**config.mk**
```make
export PLATFORM = sky130hd
export DESIGN_NAME = dual_diagonal_forward
export DESIGN_NICKNAME = d
export VERILOG_FILES = /design/src/rtl/dual_diagonal_forward.sv
export SDC_FILE = /design/constraint.sdc
export NUM_CORES = 1
export LEC_CHECK = 0
export BUFFER_PORTS_ARGS = -buffer_cell sky130_fd_sc_hd__buf_2
export CORE_UTILIZATION = 46
export CTS_CLUSTER_DIAMETER = 60
export DETAILED_ROUTE_END_ITERATION = 6
export PLACE_DENSITY = 0.68
export SYNTH_ARGS = -nofsm -noshare
export SYNTH_HDL_FRONTEND = slang
export SYNTH_SLANG_ARGS = --single-unit
```
**constraint.sdc**
```tcl
create_clock -name clock -period 1.8 [get_ports clock]
set_input_delay 0.09 -clock clock [delete_from_list [all_inputs] [get_ports clock]]
set_output_delay 0.09 -clock clock [all_outputs]
set_load 0.02 [all_outputs]
```
**src/rtl/dual_diagonal_forward.sv**
```systemverilog
// Dual-diagonal forward differencer: out[k] = in[k] ^ in[k-1] per frame, with
// valid/ready flow control, runtime frame length and frame-alignment checking.
module dual_diagonal_forward #(
  parameter  int WIDTH     = 8,
  parameter  int MAX_WORDS = 1024,
  localparam int LEN_W     = $clog2(MAX_WORDS)
) (
  input  logic             clock,
  input  logic             reset_n,
  input  logic [LEN_W-1:0] cfg_num_words_m1,
  input  logic [WIDTH-1:0] in_data,
  input  logic             in_valid,
  input  logic             in_last,
  output logic             in_ready,
  output logic [WIDTH-1:0] out_data,
  output logic             out_valid,
  output logic             out_last,
  input  logic             out_ready,
  output logic             frame_error,
  output logic             busy
);

  typedef enum logic {IDLE, RUN} state_t;

  state_t           state, state_nxt;
  logic [WIDTH-1:0] prev, prev_nxt, res;
  logic [LEN_W-1:0] cnt, cnt_nxt, len_q, len_nxt;
  logic             at_count, term, err_nxt, acc, pop;
  logic [WIDTH-1:0] skid_data;
  logic             skid_last, skid_full;

  assign acc  = in_valid && in_ready;
  assign pop  = out_valid && out_ready;
  assign busy = (state == RUN);

  // Frame sequencing; the first word of a frame compares against the live cfg
  // because len_q only captures it on that same edge.
  always_comb begin
    state_nxt = state;
    prev_nxt  = prev;
    cnt_nxt   = cnt;
    len_nxt   = len_q;
    err_nxt   = 1'b0;
    res       = in_data ^ prev;
    at_count  = (state == IDLE) ? (cfg_num_words_m1 == '0) : (cnt == len_q);
    term      = at_count || in_last;
    if (acc) begin
      err_nxt = at_count ^ in_last;
      if (state == IDLE) len_nxt = cfg_num_words_m1;
      if (term) begin
        state_nxt = IDLE;
        prev_nxt  = '0;
        cnt_nxt   = '0;
      end else begin
        state_nxt = RUN;
        prev_nxt  = in_data;
        cnt_nxt   = cnt + 1'b1;
      end
    end
  end

  always_ff @(posedge clock or negedge reset_n) begin
    if (!reset_n) begin
      state       <= IDLE;
      prev        <= '0;
      cnt         <= '0;
      len_q       <= '0;
      frame_error <= 1'b0;
      out_data    <= '0;
      out_last    <= 1'b0;
      out_valid   <= 1'b0;
      skid_data   <= '0;
      skid_last   <= 1'b0;
      skid_full   <= 1'b0;
      in_ready    <= 1'b0;
    end else begin
      state       <= state_nxt;
      prev        <= prev_nxt;
      cnt         <= cnt_nxt;
      len_q       <= len_nxt;
      frame_error <= err_nxt;
      // Skid always refills the output register before any new word.
      if (skid_full) begin
        if (pop) begin
          out_data  <= skid_data;
          out_last  <= skid_last;
          skid_full <= 1'b0;
        end
      end else if (!out_valid || pop) begin
        out_valid <= acc;
        if (acc) begin
          out_data <= res;
          out_last <= term;
        end
      end else if (acc) begin
        skid_data <= res;
        skid_last <= term;
        skid_full <= 1'b1;
      end
      in_ready <= skid_full ? pop : !(out_valid && !pop && acc);
    end
  end

endmodule

```
==> flow_metrics.tcl <==
set metrics [dict create \
    status "complete, but fails checks" \
    violations "setup timing" \
    hp-class "primary input to flop" \
    startpoint_type "flop" \
    dieArea_um2 5430 \
    r2r-end "cnt[3]$_DFFE_PN0P_" \
    synth_cell_type_count 33 \
    ant_nets 0 \
    vias 1872 \
    fin_crit_ns 1.86 \
    design_area_um2 3100 \
    skew_ns 0.00247 \
    ys_ff_latch 51 \
    synth_area_um2 2370 \
    slew_headroom_pct 62.0 \
    n_fill_cell 406 \
    finalWorstSetupSlack_ns -0.0550 \
    synth_top_flop_cell "dfrtp_1" \
    maxCapViolCount 0 \
    grt_max_degree 52 \
    critPathMostFrequentCell "buf_6" \
    grt-ovfl-total 0 \
    antenna_found_initial 0 \
    power.density_nw_per_um2 1420 \
    fin_crit_sh_pct 103 \
    r2r_start "len_q[8]$_DFFE_PN0P_" \
    synth-warning-count 0 \
    grt_pass1_wl_mm 7.93 \
    worstMarginPinSlew_ns 0.571 \
    initialDrtViolationCount 109 \
    drt_wl_total_mm 4.97 \
    cpPeakStageDelay_ns 0.41 \
    firstDrtPassIters 4 \
    diodes 0 \
    finalMaxSlewViolations 0 \
    io_buffers 35 \
    rows 25 \
    cts_tree "built" \
    setup_violations 14 \
    synth_edf_count 0 \
    place_area_um2 2760 \
    rrSetupSlack_ns -0.06 \
    numCtsBuffers 5 \
    synth_top_area_share_pct 53.9 \
    avgSynthCellArea_um2 9.74 \
    fin_nets 325 \
    yosysSeqAreaShare_pct 53.9 \
    rsz0062_at_grt "yes" \
    async_flop_share_pct 100 \
    startpoint "len_q[8]$_DFFE_PN0P_" \
    synthCells 243 \
    critical_path_class "flop to flop" \
    clk_pin_slew_ns 0.09 \
    fmax_mhz 539 \
    grt_usage_pct 19.4 \
    power.leakage_nw 1.46 \
    drc_errors 0 \
    stdcell_count 367 \
    die_w_um 73.7 \
    endpoint "cnt[3]$_DFFE_PN0P_" \
    clockRootBuffer "clkbuf_8" \
    final_core_util_pct 63.9 \
    ir_drop_mv 0.856 \
    wl_per_cell_um 13.5 \
    die_h_um 73.7 \
    gp_congestion 0.842 \
    worst-r2r-cell-count 7 \
    synth_largest_area_cell "dfrtp_1" \
    dp_cells 353 \
    htreeDepth 2 \
    syn-num-nets 269 \
    arrival_ns 2.05 \
    crit_required_ns 2.00 \
    avgViaCountPerCell 5.10 \
    place_hpwl_mm 3.34 \
    coreArea_um2 4850 \
    tns_ns -0.355 \
    start_util_pct 48.8 \
    num_io_pins 36 \
    cts.path.max_buffers 2 \
    area_delta_synth_final_pct 31.0 \
    hold_viol 0 \
    cp_max_fo 4 \
    cp_slowest_cell "dfrtp_1" \
    crit_chain "xor2_1, nor4_2, a41oi_2, ha_4, buf_6, buf_6, a22o_4" \
    clock_sinks 51 \
    clock_latency_ns 0.30 \
    crit_path_end_kind "flop" \
    layout-drive-gt1-share_pct 36.0 \
    grt_pass1_vias 1744 \
    synth.area.top_cells "dfrtp_1 54%, nand2_1 7.8%, o21ai_0 5.1%, xnor2_1 4.8%, mux2_2 4.8%" \
]
sequential cells by signal, indices dropped and copies added (netlist names):
| name | count |
|---|---|
| in_ready | 1 |
| frame_error | 1 |
| cnt | 10 |
| out_valid | 1 |
| skid_full | 1 |
| prev | 8 |
| out_data | 8 |
| out_last | 1 |
| busy | 1 |
| len_q | 10 |
| skid_last | 1 |
| skid_data | 8 |
report_power, final:
group	switching, mW	total (mW)	internal, mW
registers	0.288	1.87	1.58
clock network	0.366	0.816	0.450
logic	0.959	1.70	0.745
placed cells by master (no fill, tap or decap), types with 2 or more instances in the layout:
master / netlist / layout
mux2_2: 10 / 10
a21oi_1: 11 / 9
buf_6: 0 / 3
o211ai_1: 2 / 2
a21oi_2: 0 / 2
and3_1: 2 / 2
nor3_1: 2 / 2
nand3_1: 18 / 8
o21ai_0: 24 / 18
and2_1: 2 / 2
nand2_4: 0 / 2
buf_4: 0 / 19
nand3_2: 1 / 10
dfrtp_1: 51 / 51
nor2_1: 13 / 12
inv_1: 4 / 4
o21ai_2: 0 / 3
nand2_1: 49 / 46
or4_1: 2 / 2
xor2_1: 5 / 5
buf_2: 3 / 35
nor4_1: 4 / 3
buf_12: 0 / 2
xnor2_1: 13 / 13
ha_4: 0 / 2
nand4_1: 3 / 3
o21ai_1: 0 / 3
clkbuf_8: 0 / 6
worst max-delay path: cells and delay by family, from the launching register on:
| kind | cells | cell delay [ns] |
|---|---|---|
| buf+inv | 2 | 0.23 |
| xor+xnor | 1 | 0.18 |
| simple gates | 1 | 0.30 |
| fa+ha+maj | 1 | 0.23 |
| compound gates | 2 | 0.39 |
| flops | 1 | 0.41 |
cell type report:
cell class / count / area [um^2] / area share, %
flip-flops and latches: 51 / 1280 / 41.2
multi-input cells: 176 / 1180 / 38.1
repair buffers: 61 / 427 / 13.8
well taps: 67 / 83.8 / 2.70
clock buffers: 6 / 82.6 / 2.66
clock inverters: 2 / 35.0 / 1.13
inverters: 4 / 15.0 / 0.484
metal layers:
| metal | vias up | GRT usage [%] | wire length (um) |
|---|---|---|---|
| met1 | 889 | 27.5 | 2550 |
| met3 | 5 | 3.43 | 148 |
| li1 | 941 | - | - |
| met4 | 0 | 7.69 | 49 |
| met2 | 37 | 29.4 | 2220 |
| met5 | - | 0 | 0 |
logic make-up after synthesis:
logic type      after synthesis  share of synthesized area [%]
buf+inv                      16                           2.70
fa+ha+maj                     3                           1.59
xor+xnor                     18                           6.66
flops                        51                           53.9
simple gates                101                           19.6
mux                          10                           4.76
compound gates               44                           10.8
stage by stage:
step	hold slack (ns)	setup slack (ns)	total power, mW
5_1_grt	0.0290	-0.145	4.73
3_3_place_gp	0.103	-0.107	3.41
6_report	0.0340	-0.0550	4.39
2_1_floorplan	-0.206	-0.0505	2.94
4_1_cts	0.0281	-0.0498	4.33
3_5_place_dp	0.102	-0.172	3.46
cell usage after synthesis, types with 2 or more instances:
| cell type | n |
|---|---|
| nand4_1 | 3 |
| xnor2_1 | 13 |
| clkbuf_1 | 9 |
| dfrtp_1 | 51 |
| inv_1 | 4 |
| mux2_2 | 10 |
| and2_1 | 2 |
| a21oi_1 | 11 |
| buf_2 | 3 |
| o211ai_1 | 2 |
| nand3_1 | 18 |
| nand2_1 | 49 |
| xor2_1 | 5 |
| nor2_1 | 13 |
| or4_1 | 2 |
| nor3_1 | 2 |
| o21ai_0 | 24 |
| ha_1 | 3 |
| and3_1 | 2 |
| nor4_1 | 4 |
what timing repair did:
item | 4_1_cts | 5_1_grt
hold buffers | 1 | 0
endpoints found under the hold margin | 51 | 0
gates cloned | 0 | 1
pin swaps | 6 | 14
buffers inserted | 4 | 0
gates resized for setup | 18 | 22
setup endpoints to repair | 20 | 22
worst min path at each step:
stage | start | end | slack, ns | cells past startpoint
after floorplan | reset_n | busy$_DFFE_PN0P_ | -0.21 | 0
after global placement | reset_n | frame_error$_DFF_PN0_ | 0.10 | 2
after detailed placement | reset_n | in_ready$_DFF_PN0_ | 0.10 | 2
after CTS | in_data[5] | prev[5]$_DFFE_PN0P_ | 0.03 | 3
after global routing | cfg_num_words_m1[1] | len_q[1]$_DFFE_PN0P_ | 0.03 | 2
final | cfg_num_words_m1[6] | len_q[6]$_DFFE_PN0P_ | 0.03 | 2
Power figures use the tool's default switching activity.
